[config.mk]
export PLATFORM = sky130hd
export DESIGN_NAME = floating_point_divider
export DESIGN_NICKNAME = d
export VERILOG_FILES = /design/src/rtl/floating_point_divider.sv
export SDC_FILE = /design/constraint.sdc
export NUM_CORES = 1
export LEC_CHECK = 0
export ABC_CLOCK_PERIOD_IN_PS = 10500
export BUFFER_PORTS_ARGS = -buffer_cell sky130_fd_sc_hd__buf_2
export CAP_MARGIN = 20
export CORE_UTILIZATION = 50
export DETAILED_ROUTE_END_ITERATION = 12
export GPL_TIMING_DRIVEN = 0
export PLACE_DENSITY = 0.66
export SETUP_SLACK_MARGIN = 0.2
export SKIP_CTS_REPAIR_TIMING = 1
export SLEW_MARGIN = 5
export SYNTH_ARGS = -nofsm -noshare
export SYNTH_HDL_FRONTEND = slang
export SYNTH_SLANG_ARGS = --single-unit
[constraint.sdc]
create_clock -name clk_i -period 10.5 [get_ports clk_i]
set_input_delay 0 -clock clk_i [delete_from_list [all_inputs] [get_ports clk_i]]
set_output_delay 0 -clock clk_i [all_outputs]
set_load 0.005 [all_outputs]
[src/rtl/floating_point_divider.sv]
// Iterative floating-point divider: fp_o = fp_a_i / fp_b_i.
// One operation in flight; restoring division yields one quotient bit per
// cycle, so every operation (specials included) takes FRAC_WIDTH+6 edges.
// Subnormal inputs are flushed to zero, underflow flushes to signed zero,
// rounding is round-to-nearest-even.
module floating_point_divider #(
    parameter int EXP_WIDTH  = 8,
    parameter int FRAC_WIDTH = 23
) (
    input  logic                          clk_i,
    input  logic                          rst_i,
    input  logic [EXP_WIDTH+FRAC_WIDTH:0] fp_a_i,
    input  logic [EXP_WIDTH+FRAC_WIDTH:0] fp_b_i,
    input  logic                          valid_i,
    output logic                          ready_o,
    output logic [EXP_WIDTH+FRAC_WIDTH:0] fp_o,
    output logic                          valid_o
);
    localparam int W    = 1 + EXP_WIDTH + FRAC_WIDTH;
    localparam int MW   = FRAC_WIDTH + 1;   // mantissa with hidden bit
    localparam int QW   = FRAC_WIDTH + 3;   // quotient bits produced
    localparam int RW   = FRAC_WIDTH + 2;   // partial remainder (< 2*divisor)
    localparam int EW   = EXP_WIDTH + 2;    // signed working exponent
    localparam int CW   = $clog2(QW) + 1;
    localparam int BIAS = 2 ** (EXP_WIDTH - 1) - 1;

    localparam logic signed [EW-1:0]   EXP_BIAS   = EW'(BIAS);
    localparam logic signed [EW-1:0]   EXP_ONE    = EW'(1);
    localparam logic signed [EW-1:0]   EXP_ZERO   = EW'(0);
    localparam logic signed [EW-1:0]   EXP_MAX    = EW'(2 ** EXP_WIDTH - 1);
    localparam logic [CW-1:0]          CNT_LAST   = CW'(QW - 1);
    localparam logic [EXP_WIDTH-1:0]   EXP_ONES   = {EXP_WIDTH{1'b1}};
    localparam logic [EXP_WIDTH-1:0]   EXP_ZEROS  = {EXP_WIDTH{1'b0}};
    localparam logic [FRAC_WIDTH-1:0]  FRAC_ZEROS = {FRAC_WIDTH{1'b0}};
    localparam logic [W-1:0]           QNAN       = {1'b0, EXP_ONES, 1'b1, {(FRAC_WIDTH-1){1'b0}}};

    typedef enum logic [2:0] {
        ST_IDLE   = 3'd0,
        ST_UNPACK = 3'd1,
        ST_DIVIDE = 3'd2,
        ST_NORM   = 3'd3,
        ST_ROUND  = 3'd4
    } state_t;

    state_t                 state_r, state_next_s;
    logic [W-1:0]           a_r, b_r;
    logic                   sign_r, special_r;
    logic [W-1:0]           special_val_r;
    logic signed [EW-1:0]   exp_r;
    logic [MW-1:0]          divisor_r;
    logic [RW-1:0]          rem_r;
    logic [QW-1:0]          quot_r;
    logic [CW-1:0]          cnt_r;
    logic [MW-1:0]          mant_r;
    logic                   guard_r, round_r, sticky_r;

    logic [EXP_WIDTH-1:0]   ea_s, eb_s;
    logic [FRAC_WIDTH-1:0]  fa_s, fb_s;
    logic                   a_zero_s, b_zero_s, a_inf_s, b_inf_s, a_nan_s, b_nan_s;
    logic                   sign_s, special_s;
    logic [W-1:0]           special_val_s;
    logic signed [EW-1:0]   exp_diff_s;
    logic [RW-1:0]          diff_s, rem_sel_s, rem_next_s;
    logic                   ge_s;
    logic                   round_up_s;
    logic [MW:0]            mant_sum_s;
    logic [FRAC_WIDTH-1:0]  frac_s;
    logic signed [EW-1:0]   e_fin_s;
    logic [W-1:0]           result_s;

    // State register; reset abandons any operation in flight.
    always_ff @(posedge clk_i or posedge rst_i) begin
        if (rst_i) begin
            state_r <= ST_IDLE;
        end else begin
            state_r <= state_next_s;
        end
    end

    // Next-state sequencing and the ready handshake (ready only while idle).
    always_comb begin
        state_next_s = state_r;
        ready_o      = 1'b0;
        case (state_r)
            ST_IDLE: begin
                ready_o = 1'b1;
                if (valid_i) begin
                    state_next_s = ST_UNPACK;
                end else begin
                    state_next_s = ST_IDLE;
                end
            end
            ST_UNPACK: state_next_s = ST_DIVIDE;
            ST_DIVIDE: begin
                if (cnt_r == CNT_LAST) begin
                    state_next_s = ST_NORM;
                end else begin
                    state_next_s = ST_DIVIDE;
                end
            end
            ST_NORM:  state_next_s = ST_ROUND;
            ST_ROUND: state_next_s = ST_IDLE;
            default:  state_next_s = ST_IDLE;
        endcase
    end

    // Operand classification, special-case result and biased exponent difference.
    always_comb begin
        ea_s       = a_r[W-2:FRAC_WIDTH];
        eb_s       = b_r[W-2:FRAC_WIDTH];
        fa_s       = a_r[FRAC_WIDTH-1:0];
        fb_s       = b_r[FRAC_WIDTH-1:0];
        a_zero_s   = (ea_s == EXP_ZEROS);
        b_zero_s   = (eb_s == EXP_ZEROS);
        a_inf_s    = (ea_s == EXP_ONES) && (fa_s == FRAC_ZEROS);
        b_inf_s    = (eb_s == EXP_ONES) && (fb_s == FRAC_ZEROS);
        a_nan_s    = (ea_s == EXP_ONES) && (fa_s != FRAC_ZEROS);
        b_nan_s    = (eb_s == EXP_ONES) && (fb_s != FRAC_ZEROS);
        sign_s     = a_r[W-1] ^ b_r[W-1];
        exp_diff_s = $signed({2'b00, ea_s}) - $signed({2'b00, eb_s}) + EXP_BIAS;
        special_s     = 1'b1;
        special_val_s = QNAN;
        if (a_nan_s || b_nan_s || (a_zero_s && b_zero_s) || (a_inf_s && b_inf_s)) begin
            special_val_s = QNAN;
        end else if (b_zero_s || a_inf_s) begin
            special_val_s = {sign_s, EXP_ONES, FRAC_ZEROS};
        end else if (b_inf_s || a_zero_s) begin
            special_val_s = {sign_s, EXP_ZEROS, FRAC_ZEROS};
        end else begin
            special_s     = 1'b0;
            special_val_s = {sign_s, EXP_ZEROS, FRAC_ZEROS};
        end
    end

    // One restoring-division step: subtract the divisor when it fits, then shift.
    always_comb begin
        diff_s     = rem_r - {1'b0, divisor_r};
        ge_s       = (rem_r >= {1'b0, divisor_r});
        if (ge_s) begin
            rem_sel_s = diff_s;
        end else begin
            rem_sel_s = rem_r;
        end
        rem_next_s = {rem_sel_s[RW-2:0], 1'b0};
    end

    // Round-to-nearest-even, carry renormalisation and range clamping.
    always_comb begin
        round_up_s = guard_r & (round_r | sticky_r | mant_r[0]);
        mant_sum_s = {1'b0, mant_r} + {{MW{1'b0}}, round_up_s};
        if (mant_sum_s[MW]) begin
            frac_s  = mant_sum_s[FRAC_WIDTH:1];
            e_fin_s = exp_r + EXP_ONE;
        end else begin
            frac_s  = mant_sum_s[FRAC_WIDTH-1:0];
            e_fin_s = exp_r;
        end
        if (special_r) begin
            result_s = special_val_r;
        end else if (e_fin_s >= EXP_MAX) begin
            result_s = {sign_r, EXP_ONES, FRAC_ZEROS};
        end else if (e_fin_s <= EXP_ZERO) begin
            result_s = {sign_r, EXP_ZEROS, FRAC_ZEROS};
        end else begin
            result_s = {sign_r, e_fin_s[EXP_WIDTH-1:0], frac_s};
        end
    end

    // Datapath registers advanced by the current state; fp_o held between results.
    always_ff @(posedge clk_i or posedge rst_i) begin
        if (rst_i) begin
            a_r           <= {W{1'b0}};
            b_r           <= {W{1'b0}};
            sign_r        <= 1'b0;
            special_r     <= 1'b0;
            special_val_r <= {W{1'b0}};
            exp_r         <= EXP_ZERO;
            divisor_r     <= {MW{1'b0}};
            rem_r         <= {RW{1'b0}};
            quot_r        <= {QW{1'b0}};
            cnt_r         <= {CW{1'b0}};
            mant_r        <= {MW{1'b0}};
            guard_r       <= 1'b0;
            round_r       <= 1'b0;
            sticky_r      <= 1'b0;
            fp_o          <= {W{1'b0}};
            valid_o       <= 1'b0;
        end else begin
            valid_o <= 1'b0;
            case (state_r)
                ST_IDLE: begin
                    if (valid_i) begin
                        a_r <= fp_a_i;
                        b_r <= fp_b_i;
                    end
                end
                ST_UNPACK: begin
                    sign_r        <= sign_s;
                    special_r     <= special_s;
                    special_val_r <= special_val_s;
                    exp_r         <= exp_diff_s;
                    divisor_r     <= {1'b1, fb_s};
                    rem_r         <= {1'b0, 1'b1, fa_s};
                    quot_r        <= {QW{1'b0}};
                    cnt_r         <= {CW{1'b0}};
                end
                ST_DIVIDE: begin
                    rem_r  <= rem_next_s;
                    quot_r <= {quot_r[QW-2:0], ge_s};
                    cnt_r  <= cnt_r + CW'(1);
                end
                ST_NORM: begin
                    sticky_r <= |rem_r;
                    if (quot_r[QW-1]) begin
                        mant_r  <= quot_r[QW-1:2];
                        guard_r <= quot_r[1];
                        round_r <= quot_r[0];
                    end else begin
                        mant_r  <= quot_r[QW-2:1];
                        guard_r <= quot_r[0];
                        round_r <= 1'b0;
                        exp_r   <= exp_r - EXP_ONE;
                    end
                end
                ST_ROUND: begin
                    fp_o    <= result_s;
                    valid_o <= 1'b1;
                end
                default: begin
                    valid_o <= 1'b0;
                end
            endcase
        end
    end

endmodule

**Word level (Yosys, flattened, before mapping)**

Cells that the tools add are included.

- Mux-type cells: 24
- Order comparisons: 3
- Add/subtract/negate cells: 7
- Bitwise operators: 4
- Reduce and logical (&&, ||, !) cells: 23
- Eq/ne operators: 8

Operator list:

| operator | count |
|---|---|
| 2-to-1 mux 31 bit | 3 |
| 2-to-1 mux 32 bit | 2 |
| case mux 26 bit (2 select lines) | 1 |
| case mux 25 bit (2 select lines) | 1 |
| 2-to-1 mux 24 bit | 2 |
| zero test 23 bit | 2 |
| nonzero test 23 bit | 2 |
| adder 24 x 1 -> 25 bit | 1 |
| >= comparator 25 x 24 -> 1 bit | 1 |
| OR reduction 25 bit | 1 |
| subtractor 24 bit | 1 |
| 2-to-1 mux 23 bit | 1 |
| 2-to-1 mux 10 bit | 2 |
| case mux 10 bit (2 select lines) | 1 |
| equality test 8 bit, second input constant | 2 |
| zero test 8 bit | 2 |
| case mux 3 bit (4 select lines) | 1 |
| case mux 6 bit (2 select lines) | 1 |
| adder 10 x 2 -> 10 bit, second input constant | 1 |
| adder 9 x 8 -> 10 bit, second input constant | 1 |
| >= comparator 10 x 9 -> 1 bit, second input constant | 1 |
| <= comparator 10 x 1 -> 1 bit, second input constant | 1 |
| subtractor 10 x 2 -> 10 bit, second input constant | 1 |
| 2-to-1 mux 1 bit | 9 |
| 15 further kinds | 28 |

- Register bits after elaboration: 252
- Output and inout bits: 34
- Input port bits: 67

**Logic depth before layout (Yosys ltp)**

Gate-level depths: netlist of the first run.

- Word-level depth: 9
- Mapped depth: 13
- Gate-level depth less buffers: 12

**Least setup slack after synthesis of the first run**

Ideal clock, no wire load.

- Path type: reg2reg
- Start: reg mant_r[17]
- End: reg fp_o[3]
- Library setup time: 0.074 ns
- Cell stages (with the launch flop): 11
- Buffers on the path: 2
- Data required time: 10.426 ns
- Path slack: 7.729 ns
- Clock period less this slack: 2.771 ns
- Data arrival time: 2.697 ns
- Cell sequence: dfrtp_1 nand4_2 or4_1 buf_6 nor4_1 xor2_1 nor2_1 nand3b_4 or3_1 buf_6 o21ai_2

- Cells in the longest elaborated chain, start to end: 6

RTL lines:

| element | line | text |
|---|---|---|
| start, declared | 54 | `logic [MW-1:0] mant_r;` |
| start signal, assigned | 182 | `mant_r <= {MW{1'b0}};` |
| start signal, assigned | 215 | `mant_r <= quot_r[QW-1:2];` |
| start signal, assigned | 219 | `mant_r <= quot_r[QW-2:1];` |
| adder 24 x 1 -> 25 bit (*) | 150 | `mant_sum_s = {1'b0, mant_r} + {{MW{1'b0}}, round_up_s};` |
| 2-to-1 mux 10 bit | 151 | `if (mant_sum_s[MW]) begin` |
| <= comparator 10 x 1 -> 1 bit | 162 | `end else if (e_fin_s <= EXP_ZERO) begin` |
| 2-to-1 mux 31 bit | 162 |  |
| 2-to-1 mux 31 bit (*) | 160 | `end else if (e_fin_s >= EXP_MAX) begin` |
| 2-to-1 mux 32 bit (*) | 158 | `if (special_r) begin` |
| end signal, assigned | 186 | `fp_o <= {W{1'b0}};` |
| end signal, assigned | 226 | `fp_o <= result_s;` |
| end, declared | 16 | `output logic [EXP_WIDTH+FRAC_WIDTH:0] fp_o,` |

Every way passes the cells marked *; elsewhere a longest branch is shown, timed or not.
A chain may end at the register's enable or synchronous reset.

**Final worst setup path of the first run**

- Start: reg rem_r[15]
- End: reg rem_r[17]

- Cells in the longest elaborated chain, start to end: 3

RTL lines:

| element | line | text |
|---|---|---|
| start, declared | 51 | `logic [RW-1:0] rem_r;` |
| start signal, assigned | 179 | `rem_r <= {RW{1'b0}};` |
| start signal, assigned | 203 | `rem_r <= {1'b0, 1'b1, fa_s};` |
| start signal, assigned | 208 | `rem_r <= rem_next_s;` |
| subtractor 24 bit or >= comparator 25 x 24 -> 1 bit (tied branches) | 137, 138 |  |
| 2-to-1 mux 24 bit (*) | 139 | `if (ge_s) begin` |
| case mux 25 bit (2 select lines) (*) | 190 | `case (state_r)` |

Marked as above.

==> results of run 1 <==
[sequential cells by signal, summed over array words and instances, names as in the netlist]
name and count:
valid_o 1, rem_r 25, special_r 1, divisor_r 24, mant_r 24, exp_r 10
cnt_r 6, a_r 32, round_r 1, guard_r 1, sign_r 1, state_r 3
b_r 32, special_val_r 3, sticky_r 1, fp_o 32, quot_r 26
[layout by cell type (no fill, tap or decap), types with 7 or more instances in the layout]
cell,instances
clkbuf_1,56
ha_1,38
inv_1,49
nor3_1,20
o211ai_1,16
xor2_1,24
clkbuf_16,25
buf_2,103
a21oi_1,56
nor4_1,23
dfrtp_1,223
nand4_1,25
xnor2_1,32
mux2i_1,48
or3_1,7
and2_1,11
o21ai_0,107
o21ai_2,11
nand2_1,170
a22o_1,29
a21o_1,11
mux2_2,58
nor2_1,61
nand3_1,29
and3_1,21
a22o_2,7
or4_1,8
dlygate4sd3_1,65
[worst register-to-register path: stages (launching register included)]
cell and delay (ns):
dfrtp_1 0.44, ha_1 0.30, clkbuf_1 0.28, nand2_1 0.08, o21ai_0 0.34, a41oi_1 0.12
o211ai_1 0.20, a21boi_1 0.45, o21a_1 0.22, buf_2 0.21, and2_1 0.15, clkbuf_1 0.32
a221oi_1 0.16
[path summary, 6_finish.rpt]
path,startpoint,endpoint,slack (ns)
hold reg to reg,divisor_r[23]$_DFFE_PP0P_,divisor_r[23]$_DFFE_PP0P_,0.45
setup reg to reg,rem_r[15]$_DFFE_PP0N_,rem_r[17]$_DFFE_PP0N_,7.10
hold / removal,rst_i,valid_o$_DFF_PP0_,0.002
max in group asynchronous,rst_i,rem_r[14]$_DFFE_PP0N_,9.32
min in group clk_i,fp_b_i[28],b_r[28]$_DFFE_PP0P_,0.24
setup / recovery,rem_r[15]$_DFFE_PP0N_,rem_r[17]$_DFFE_PP0N_,7.10
[power by group]
group | internal, µW | total [µW] | switching (µW)
clock | 546 | 892 | 346
sequential | 1170 | 1450 | 278
combinational | 1010 | 2350 | 1340
[layout make-up]
class / instances / area [µm²] / share of cell area [%]
multi-input combinational: 908 / 6100 / 41.8
sequential: 223 / 5580 / 38.2
clock buffer: 38 / 724 / 4.96
inverter: 51 / 199 / 1.36
clock inverter: 6 / 108 / 0.737
tap: 319 / 399 / 2.73
timing repair buffer: 167 / 1210 / 8.26
buffer: 63 / 282 / 1.93
[per-layer routing]
| metal | routed length (µm) | GRT usage (%) |
|---|---|---|
| met5 | 0 | 0 |
| met4 | 1030 | 8.55 |
| met3 | 1140 | 2.85 |
| met2 | 15400 | 43.4 |
| met1 | 13200 | 32.5 |
[kinds of logic after synthesis]
| kind of cell | synth area share [%] |
|---|---|
| AND/OR/NAND/NOR | 16.5 |
| multiplexers | 9.33 |
| buffers and inverters | 3.89 |
| flip-flops | 45.9 |
| XOR/XNOR | 4.04 |
| AO/OA/AOI/OAI | 16.1 |
| adder cells (fa/ha/maj) | 4.24 |
[stage by stage]
stage          power [µW]  instances
3_5_place_dp         3770       1666
3_3_place_gp         3730       1664
2_1_floorplan        3170       1245
5_1_grt              5050       1775
6_report             4690       1775
4_1_cts              4680       1710
==> reports/qor.yml, run 1 <==
synth-seq-cells: 223
numCtsBuffers: 25
ys_seq_area_share_pct: 45.9
place_area_mm2: 0.0131
critPathTopFamily: "compound AO/OA/AOI/OAI gates"
critPathMaxStageDelay_ns: 0.45
grt-ovfl-total: 0
antenna_left: 0
reg2reg_depth: 12
die_h_um: 158
synth_enable_flop_cells: 0
path_depth: 12
final_nets: 1546
period_share_pct: 32.4
num_antenna_cells: 0
pre_cts_ws_ns: 7.15
cp_common_cell: "clkbuf_1"
drt_iter0_markers: 568
synth_area_per_cell_um2: 9.76
fin_crit_ns: 3.40
cts.path.max_buffers: 3
worst_path_max_delay_cell: "a21boi_1"
grt_max_degree: 115
synth_top_area_cell: "dfrtp_1"
synth_nets: 1352
cts-htree-levels: 1
hold_viol: 0
fill_cells: 2087
yosys_warnings: 0
initial_core_util_pct: 51.3
maxSlewViolCount: 0
detail_route.wl_per_cell_um: 17.4
path_cells: "ha_1, clkbuf_1, nand2_1, o21ai_0, a41oi_1, o211ai_1, a21boi_1, o21a_1, buf_2, and2_1, clkbuf_1, a221oi_1"
status: "finished clean"
drive_above_1_share_pct: 16.3
io_pins: 101
num_vias: 9973
dp_hpwl_mm: 22.3
fin_tns_setup_ns: 0
io_buffers: 100
setup_viol: 0
clk-insertion-delay-late_ns: 0.52
worstPathArrival_ns: 3.78
fin_worst_skew_ns: 0.00859
required_ns: 10.87
die_x_um: 158
synth_most_common_cell: "dfrtp_1"
core_area_mm2: 0.0237
start_kind: "register"
globalplace.congestion: 0.918
clock_sinks: 223
min_path_type: "in -> async"
final_util_pct: 61.6
synth_area_leaders: "dfrtp_1 46%, mux2_2 5.4%, nand2_1 5.3%, o21ai_0 4.4%, mux2i_1 4.0%"
rows: 56
relSlewSlack_pct: 42.2
first_pass_iters: 5
antenna_found_initial: 0
tightest_slew_ns: 0.858
ys_types: 72
dieArea_mm2: 0.0249
yosys-top-cells-count: "223 x dfrtp_1, 170 x nand2_1, 107 x o21ai_0"
synthCells: 1245
cts_tree: "done"
crit_fanout: 8
p_per_area_mw_per_mm2: 321
drc: 0
crit_type: "reg -> reg"
critPathBufInv: 3
routed_wl_mm: 30.8
synth_async_sr_flop_share_pct: 100
netlist_area_mm2: 0.0122
cts-root-buf: "clkbuf_16"
drv_cap: 0
grt_use_total_pct: 25.1
worstSetupEndpointType: "register"
clk_pin_slew_ns: 0.06
ir_drop_v: 0.000237
fmax_mhz: 294
final_design_area_no_fill_mm2: 0.0146
hold_slack_ns: 0.00172
p_leak_uw: 0.00645
grt_pass1_vias: 9364
grt_pass1_wl_mm: 49.0
synth_top_area_share_pct: 45.9
area_growth_pct: 20.1
synthFlopType: "dfrtp_1"
setup_slack_ns: 7.10
rsz0062_at_grt: "false"
vias_per_cell: 5.62
(Power assumes the default switching activity.)
==> inputs of run 2 (changes only) <==
ABC_AREA = 1   (was unset)
ABC_CLOCK_PERIOD_IN_PS = 2900   (was 10500)
PLACE_DENSITY = 0.68   (was 0.66)
clock period = 2.9 ns   (was 10.5 ns; I/O delays follow)
==> run 2 against run 1 <==
  * Clock power grew to 3.6 times the previous value
  * Wire length increased by 23%
  * Utilization grew 0.69 points
  * Combinational power rose to 4.4 times the previous value
  * Worst setup slack got worse by 6.7 ns
  * Sequential share of layout area decreased by 2.8 points
  * Design area up 7.8%
  * Count of clock-buffer cells in the layout down 6
  * Synthesized cell count increased by 37%
  * Largest power group unchanged
==> reports/qor.yml, run 2 <==
drv_cap: 0  # unchanged
layout_common_cells: "386 x nand2_1, 232 x inv_1, 220 x dfrtp_1, 150 x nor2_1, 112 x o21ai_0"
grt_use_total_pct: 28.4  # +3.3 points
p_leak_uw: 0.00759  # +18%
clock_sinks: 223  # unchanged
period_share_pct: 87.8  # +55 points
antenna_found_initial: 1  # +1
maxSlewViolCount: 0  # unchanged
initial_core_util_pct: 51.3  # -0.062 points
grt_pass1_wl_mm: 59.6  # +22%
cts-root-buf: "clkbuf_16"
num_vias: 12300  # +23%
ir_drop_v: 0.000787  # +230%
final_nets: 2030  # +31%
fin_worst_skew_ns: 0.0180  # +0.00938 ns
drc: 0  # unchanged
power.switching_uw: 8950  # +360%
yosys-top-cells-count: "388 x nand2_1, 234 x inv_1, 223 x dfrtp_1"
seqPwrFrac_pct: 28.5  # -2.5 points
synth-seq-cells: 223  # unchanged
required_ns: 3.38  # -7.49 ns
synthFlopType: "dfrtp_1"
cts.path.max_buffers: 3  # unchanged
fmax_mhz: 393  # +34%
drive_above_1_share_pct: 13.0  # -3.3 points
worstSetupEndpointType: "register"
start_kind: "register"
pre_cts_ws_ns: -0.0357  # -7.18 ns
crit_type: "reg -> reg"
hold_viol: 0  # unchanged
first_pass_iters: 5  # unchanged
io_buffers: 100  # unchanged
synth_nets: 1818  # +34%
synth_async_sr_flop_share_pct: 100  # unchanged
pwr-share-clk_pct: 16.7  # -2.3 points
crit_fanout: 10  # +2
globalplace.congestion: 0.922  # +0.50%
grt-ovfl-total: 0  # unchanged
fin_tns_setup_ns: 0  # unchanged
reg2reg_from: "rem_r[20]$_DFFE_PP0N_"
combinationalPowerShare_pct: 54.8  # +4.8 points
drt_iter0_markers: 972  # +71%
hold_slack_ns: 0.149  # +0.148 ns
detail_route.wl_per_cell_um: 16.7  # -3.6%
rsz0062_at_grt: "false"
clk-insertion-delay-late_ns: 0.54  # +0.02 ns
cts-htree-levels: 1  # unchanged
tightest_slew_ns: 0.828  # -0.0305 ns
synth_area_leaders: "dfrtp_1 43%, nand2_1 11%, inv_1 6.8%, o21ai_0 4.5%, nor2_1 4.5%"
dp_hpwl_mm: 28.4  # +27%
fin_crit_ns: 2.55  # -0.856 ns
routed_wl_mm: 38.0  # +23%
antenna_left: 0  # unchanged
setup_slack_ns: 0.354  # -6.74 ns
min_path_type: "in -> async"
crit_path_start: "rem_r[20]$_DFFE_PP0N_"
io_pins: 101  # unchanged
synth_top_area_share_pct: 43.1  # -2.8 points
area_growth_pct: 21.6
worstPathArrival_ns: 3.03  # -0.75 ns
ys_types: 50  # -31%
layout_commonest_cell: "nand2_1"
die_h_um: 163  # +3.2%
netSwitchingFraction_pct: 47.0  # +5.2 points
vias_per_cell: 5.41  # -3.7%
synth_top_area_cell: "dfrtp_1"
die_x_um: 163  # +3.2%
largestRegisters: "a_r (32), b_r (32), fp_o (32)"
dieArea_mm2: 0.0265  # +6.4%
status: "finished clean"
ys_seq_area_share_pct: 43.1  # -2.8 points
cts_tree: "done"
numCtsBuffers: 25  # unchanged
setup_viol: 0  # unchanged
grt_max_degree: 41  # -64%
yosys_warnings: 0  # unchanged
core_area_mm2: 0.0253  # +6.6%
p_per_area_mw_per_mm2: 1210  # +280%
synthCells: 1711  # +37%
grt_pass1_vias: 11600  # +24%
relSlewSlack_pct: 44.8  # +2.6 points
internal_power_uw: 10100  # +270%
netlist_area_mm2: 0.0129  # +6.5%
final_util_pct: 62.3  # +0.69 points
synth_area_per_cell_um2: 7.56  # -23%
synth_enable_flop_cells: 0  # unchanged
clk_pin_slew_ns: 0.06  # about the same
synth_most_common_cell: "nand2_1"
rows: 58  # +3.6%
-- run 2: final cells by class --
type / instances / area (µm²)
well taps: 330 / 413
diodes: 1 / 2.50
inverters: 238 / 905
multi-input cells: 1183 / 6300
plain buffers: 67 / 338
clock inverters: 11 / 118
repair buffers: 185 / 1390
fillers: 2296 / 9510
clock buffers: 32 / 692
flip-flops and latches: 223 / 5580
-- run 2: kinds of logic after synthesis --
kind of cell / synth area share, %
AO/OA/AOI/OAI: 13.6
AND/OR/NAND/NOR: 26.0
multiplexers: 1.22
adder cells (fa/ha/maj): 3.98
buffers and inverters: 9.39
flip-flops: 43.1
XOR/XNOR: 2.64
-- run 2: worst paths after layout --
| check | to | slack [ns] | cells past startpoint |
|---|---|---|---|
| min in group clk_i | a_r[28]$_DFFE_PP0P_ | 0.24 | 3 |
| setup / recovery | rem_r[16]$_DFFE_PP0N_ | 0.35 | 14 |
| hold reg to reg | divisor_r[23]$_DFFE_PP0P_ | 0.47 | 2 |
| setup reg to reg | rem_r[16]$_DFFE_PP0N_ | 0.35 | 14 |
| max in group asynchronous | cnt_r[3]$_DFFE_PP0N_ | 1.19 | 8 |
| hold / removal | b_r[28]$_DFFE_PP0P_ | 0.15 | 3 |
-- run 2: stage by stage --
| step | area (µm²) | cells | total power [µW] |
|---|---|---|---|
| final | 15700 | 2270 | 19000 |
| after detailed placement | 14000 | 2148 | 15200 |
| after CTS | 14800 | 2191 | 18400 |
| after global routing | 15700 | 2270 | 20700 |
| after global placement | 13900 | 2141 | 15000 |
| after floorplan | 12900 | 1711 | 12500 |
-- run 2: worst max-delay path: stages, from the launching register on --
cell	delay, ns
dfrtp_2	0.45
ha_4	0.31
nand2_1	0.12
nor2_2	0.15
inv_1	0.09
nor4_4	0.35
buf_4	0.18
a21oi_4	0.06
nand3_1	0.11
buf_6	0.16
buf_6	0.15
nand3_1	0.08
o211ai_1	0.14
nand2_1	0.08
inv_1	0.06
-- run 2: per-layer routing --
metal  share of wire (%)  global-route usage, %  vias up
met2                  48                   47.6      335
met4                 3.8                   10.2        0
met1                  44                   37.2     5805
li1                    -                      -     6053
met5                   0                      0        -
met3                 4.9                   4.10       91
-- run 2: power groups by stage --
stage | sequential [µW] | combinational, µW | clock (µW)
after floorplan | 5100 | 7360 | 0
after global placement | 5390 | 9600 | 0
after detailed placement | 5430 | 9780 | 0
after CTS | 5380 | 9860 | 3210
after global routing | 5550 | 11800 | 3340
final | 5420 | 10400 | 3170
==> inputs of run 3 (changes only) <==
CELL_PAD_IN_SITES_DETAIL_PLACEMENT = 1   (was unset)
CELL_PAD_IN_SITES_GLOBAL_PLACEMENT = 1   (was unset)
CORE_UTILIZATION = 41   (was 50)
PLACE_DENSITY = 0.74   (was 0.68)
==> run 3 against run 2 <==
  * Clock skew shrank 0.0079 ns
  * First-iteration DRC count shrank 34%
  * Design area grew 2.0%
  * Critical endpoint is now rem_r[20]$_DFFE_PP0N_
  * Final cell count grew 3.6%
  * Sequential share of layout area shrank 0.69 points
  * Hold slack lost 0.034 ns
  * Count of clock-buffer cells in the layout grew 6
  * Critical path type unchanged
  * Clock power grew 6%
==> reports/qor.yml, run 3 (same netlist as run 2, synthesis figures left out) <==
drt_iter0_markers: 637  # -34%
layout_common_cells: "384 x nand2_1, 232 x inv_1, 220 x dfrtp_1, 150 x nor2_1, 111 x o21ai_0"
grt_pass1_vias: 12800  # +10%
first_pass_iters: 7  # +2
num_vias: 12600  # +2.3%
relSlewSlack_pct: 49.4  # +4.6 points
stdcell_count: 2351  # +3.6%
p_leak_uw: 0.00767  # +1.1%
die_h_um: 180  # +10%
path_cells: "ha_2, nand2_1, nor2_2, nand2_1, nor3_2, nand4_1, nand3_2, buf_6, buf_6, o21ai_1, o21bai_1, inv_1"
core_area_mm2: 0.0308  # +22%
critPathTopFamily: "simple AND/OR/NAND/NOR gates"
ir_drop_v: 0.000782  # -0.60%
crit_type: "reg -> reg"
tightest_slew_ns: 0.759  # -0.0689 ns
setup_viol: 0  # unchanged
numCtsBuffers: 27  # +8.0%
io_pins: 101  # unchanged
layout_commonest_cell: "nand2_1"
clk_pin_slew_ns: 0.06  # about the same
grt_use_total_pct: 25.5  # -2.9 points
io_buffers: 100  # unchanged
die_x_um: 180  # +10%
hold_viol: 0  # unchanged
fin_tns_setup_ns: 0  # unchanged
internal_power_uw: 10400  # +2.9%
combinationalPowerShare_pct: 55.4  # +0.6 points
ff_latch_area_mm2: 0.00558  # unchanged
period_share_pct: 92.0  # +4.2 points
critPathBufInv: 3  # -2
fmax_mhz: 375  # -4.6%
r2r_slack_ns: 0.23  # -0.12 ns
dp.cells: 2214  # +3.1%
fin_crit_ns: 2.67  # +0.122 ns
vias_per_cell: 5.35  # -1.2%
area_growth_pct: 24.0
initial_core_util_pct: 42.0  # -9.3 points
pwr-share-clk_pct: 16.9  # +0.2 points
globalplace.congestion: 0.892  # -3.2%
min_path_type: "in -> async"
largestRegisters: "a_r (32), b_r (32), fp_o (32)"
power.switching_uw: 9390  # +5.0%
seqPwrFrac_pct: 27.6  # -0.9 points
crit_fanout: 10  # unchanged
grt_max_degree: 39  # -4.9%
multiInputGateArea_mm2: 0.00639  # +1.4%
dp_hpwl_mm: 31.6  # +11%
antenna_found_initial: 3  # +2
worstSetupEndpointType: "register"
dieArea_mm2: 0.0323  # +22%
start_kind: "register"
grt-ovfl-total: 0  # unchanged
p_per_area_mw_per_mm2: 1230  # +1.9%
fin_worst_skew_ns: 0.0101  # -0.00791 ns
status: "finished clean"
grt_pass1_wl_mm: 66.7  # +12%
worstReg2RegEnd: "rem_r[20]$_DFFE_PP0N_"
drv_cap: 0  # unchanged
netSwitchingFraction_pct: 47.5  # +0.50 points
rsz0062_at_grt: "false"
detail_route.wl_per_cell_um: 18.3  # +9.4%
antenna_left: 0  # unchanged
rows: 64  # +10%
maxSlewViolCount: 0  # unchanged
critPathMaxStageDelay_ns: 0.42  # -0.03 ns
worst_path_max_delay_cell: "dfrtp_1"
fill_cells: 3829  # +67%
worstPathArrival_ns: 3.09  # +0.06 ns
clock_sinks: 223  # unchanged
cts_tree: "done"
drive_above_1_share_pct: 13.9  # +0.89 points
cts.path.max_buffers: 3  # unchanged
clk-insertion-delay-late_ns: 0.54  # about the same
reg2reg_from: "rem_r[15]$_DFFE_PP0N_"
routed_wl_mm: 43.1  # +13%
final_nets: 2040  # +0.49%
drc: 0  # unchanged
cts-htree-levels: 1  # unchanged
reg2reg_depth: 12  # -2
required_ns: 3.32  # -0.06 ns
cts-root-buf: "clkbuf_16"
final_util_pct: 52.1  # -10 points
run 3: changes by cell type in the layout (fill, tap and decap cells not counted), moves of 3 or more:
cell and change:
buf_4 +7, ha_1 -3, clkbuf_16 +3, diode_2 +3
ha_4 +4, clkbuf_8 +4, inv_6 -3
run 3: tightest hold or removal path, delay by kind of cell:
kind	cells	cell delay (ns)
buffers and inverters	3	1.11
run 3: stage by stage:
step / setup slack [ns] / power (µW) / hold slack (ns) / area [µm²]
floorplan: -0.0100 / 12500 / 0.151 / 12900
global placement: -1.50 / 15200 / 0.235 / 13900
detailed placement: -0.127 / 15500 / 0.133 / 14100
CTS: -0.149 / 19000 / -0.436 / 14900
global route: 0.0978 / 21500 / 0.158 / 16100
finish: 0.232 / 19800 / 0.115 / 16100
run 3: power groups by stage:
stage                     logic, µW  registers (µW)  clock network [µW]
final                         11000            5460                3350
after global placement         9760            5400                   0
after floorplan                7360            5100                   0
after CTS                     10200            5400                3420
after global routing          12300            5630                3550
after detailed placement      10100            5440                   0
run 3: layer usage:
layer	part of all wire, %	vias up	GRT usage, %
li1	-	6075	-
met1	41	6191	30.6
met2	52	221	47.6
met3	2.5	83	2.41
met4	3.7	0	8.62
met5	0	-	0
run 3: worst max path at each step:
stage	cells past startpoint	startpoint	to
3_3_place_gp	2	rst_i	a_r[4]$_DFFE_PP0P_
3_5_place_dp	13	rem_r[14]$_DFFE_PP0N_	rem_r[3]$_DFFE_PP0N_
5_1_grt	16	guard_r$_DFFE_PP0P_	fp_o[10]$_DFFE_PP0P_
2_1_floorplan	1	rst_i	a_r[0]$_DFFE_PP0P_
4_1_cts	13	rem_r[14]$_DFFE_PP0N_	rem_r[3]$_DFFE_PP0N_
6_report	12	rem_r[15]$_DFFE_PP0N_	rem_r[20]$_DFFE_PP0N_
run 3: area by class of cell:
type | count | area share, %
multi-input cells | 1183 | 39.8
flip-flops and latches | 223 | 34.8
repair buffers | 193 | 9.07
inverters | 238 | 5.62
clock buffers | 38 | 4.97
well taps | 396 | 3.09
plain buffers | 67 | 2.11
clock inverters | 9 | 0.483
diodes | 4 | 0.0624
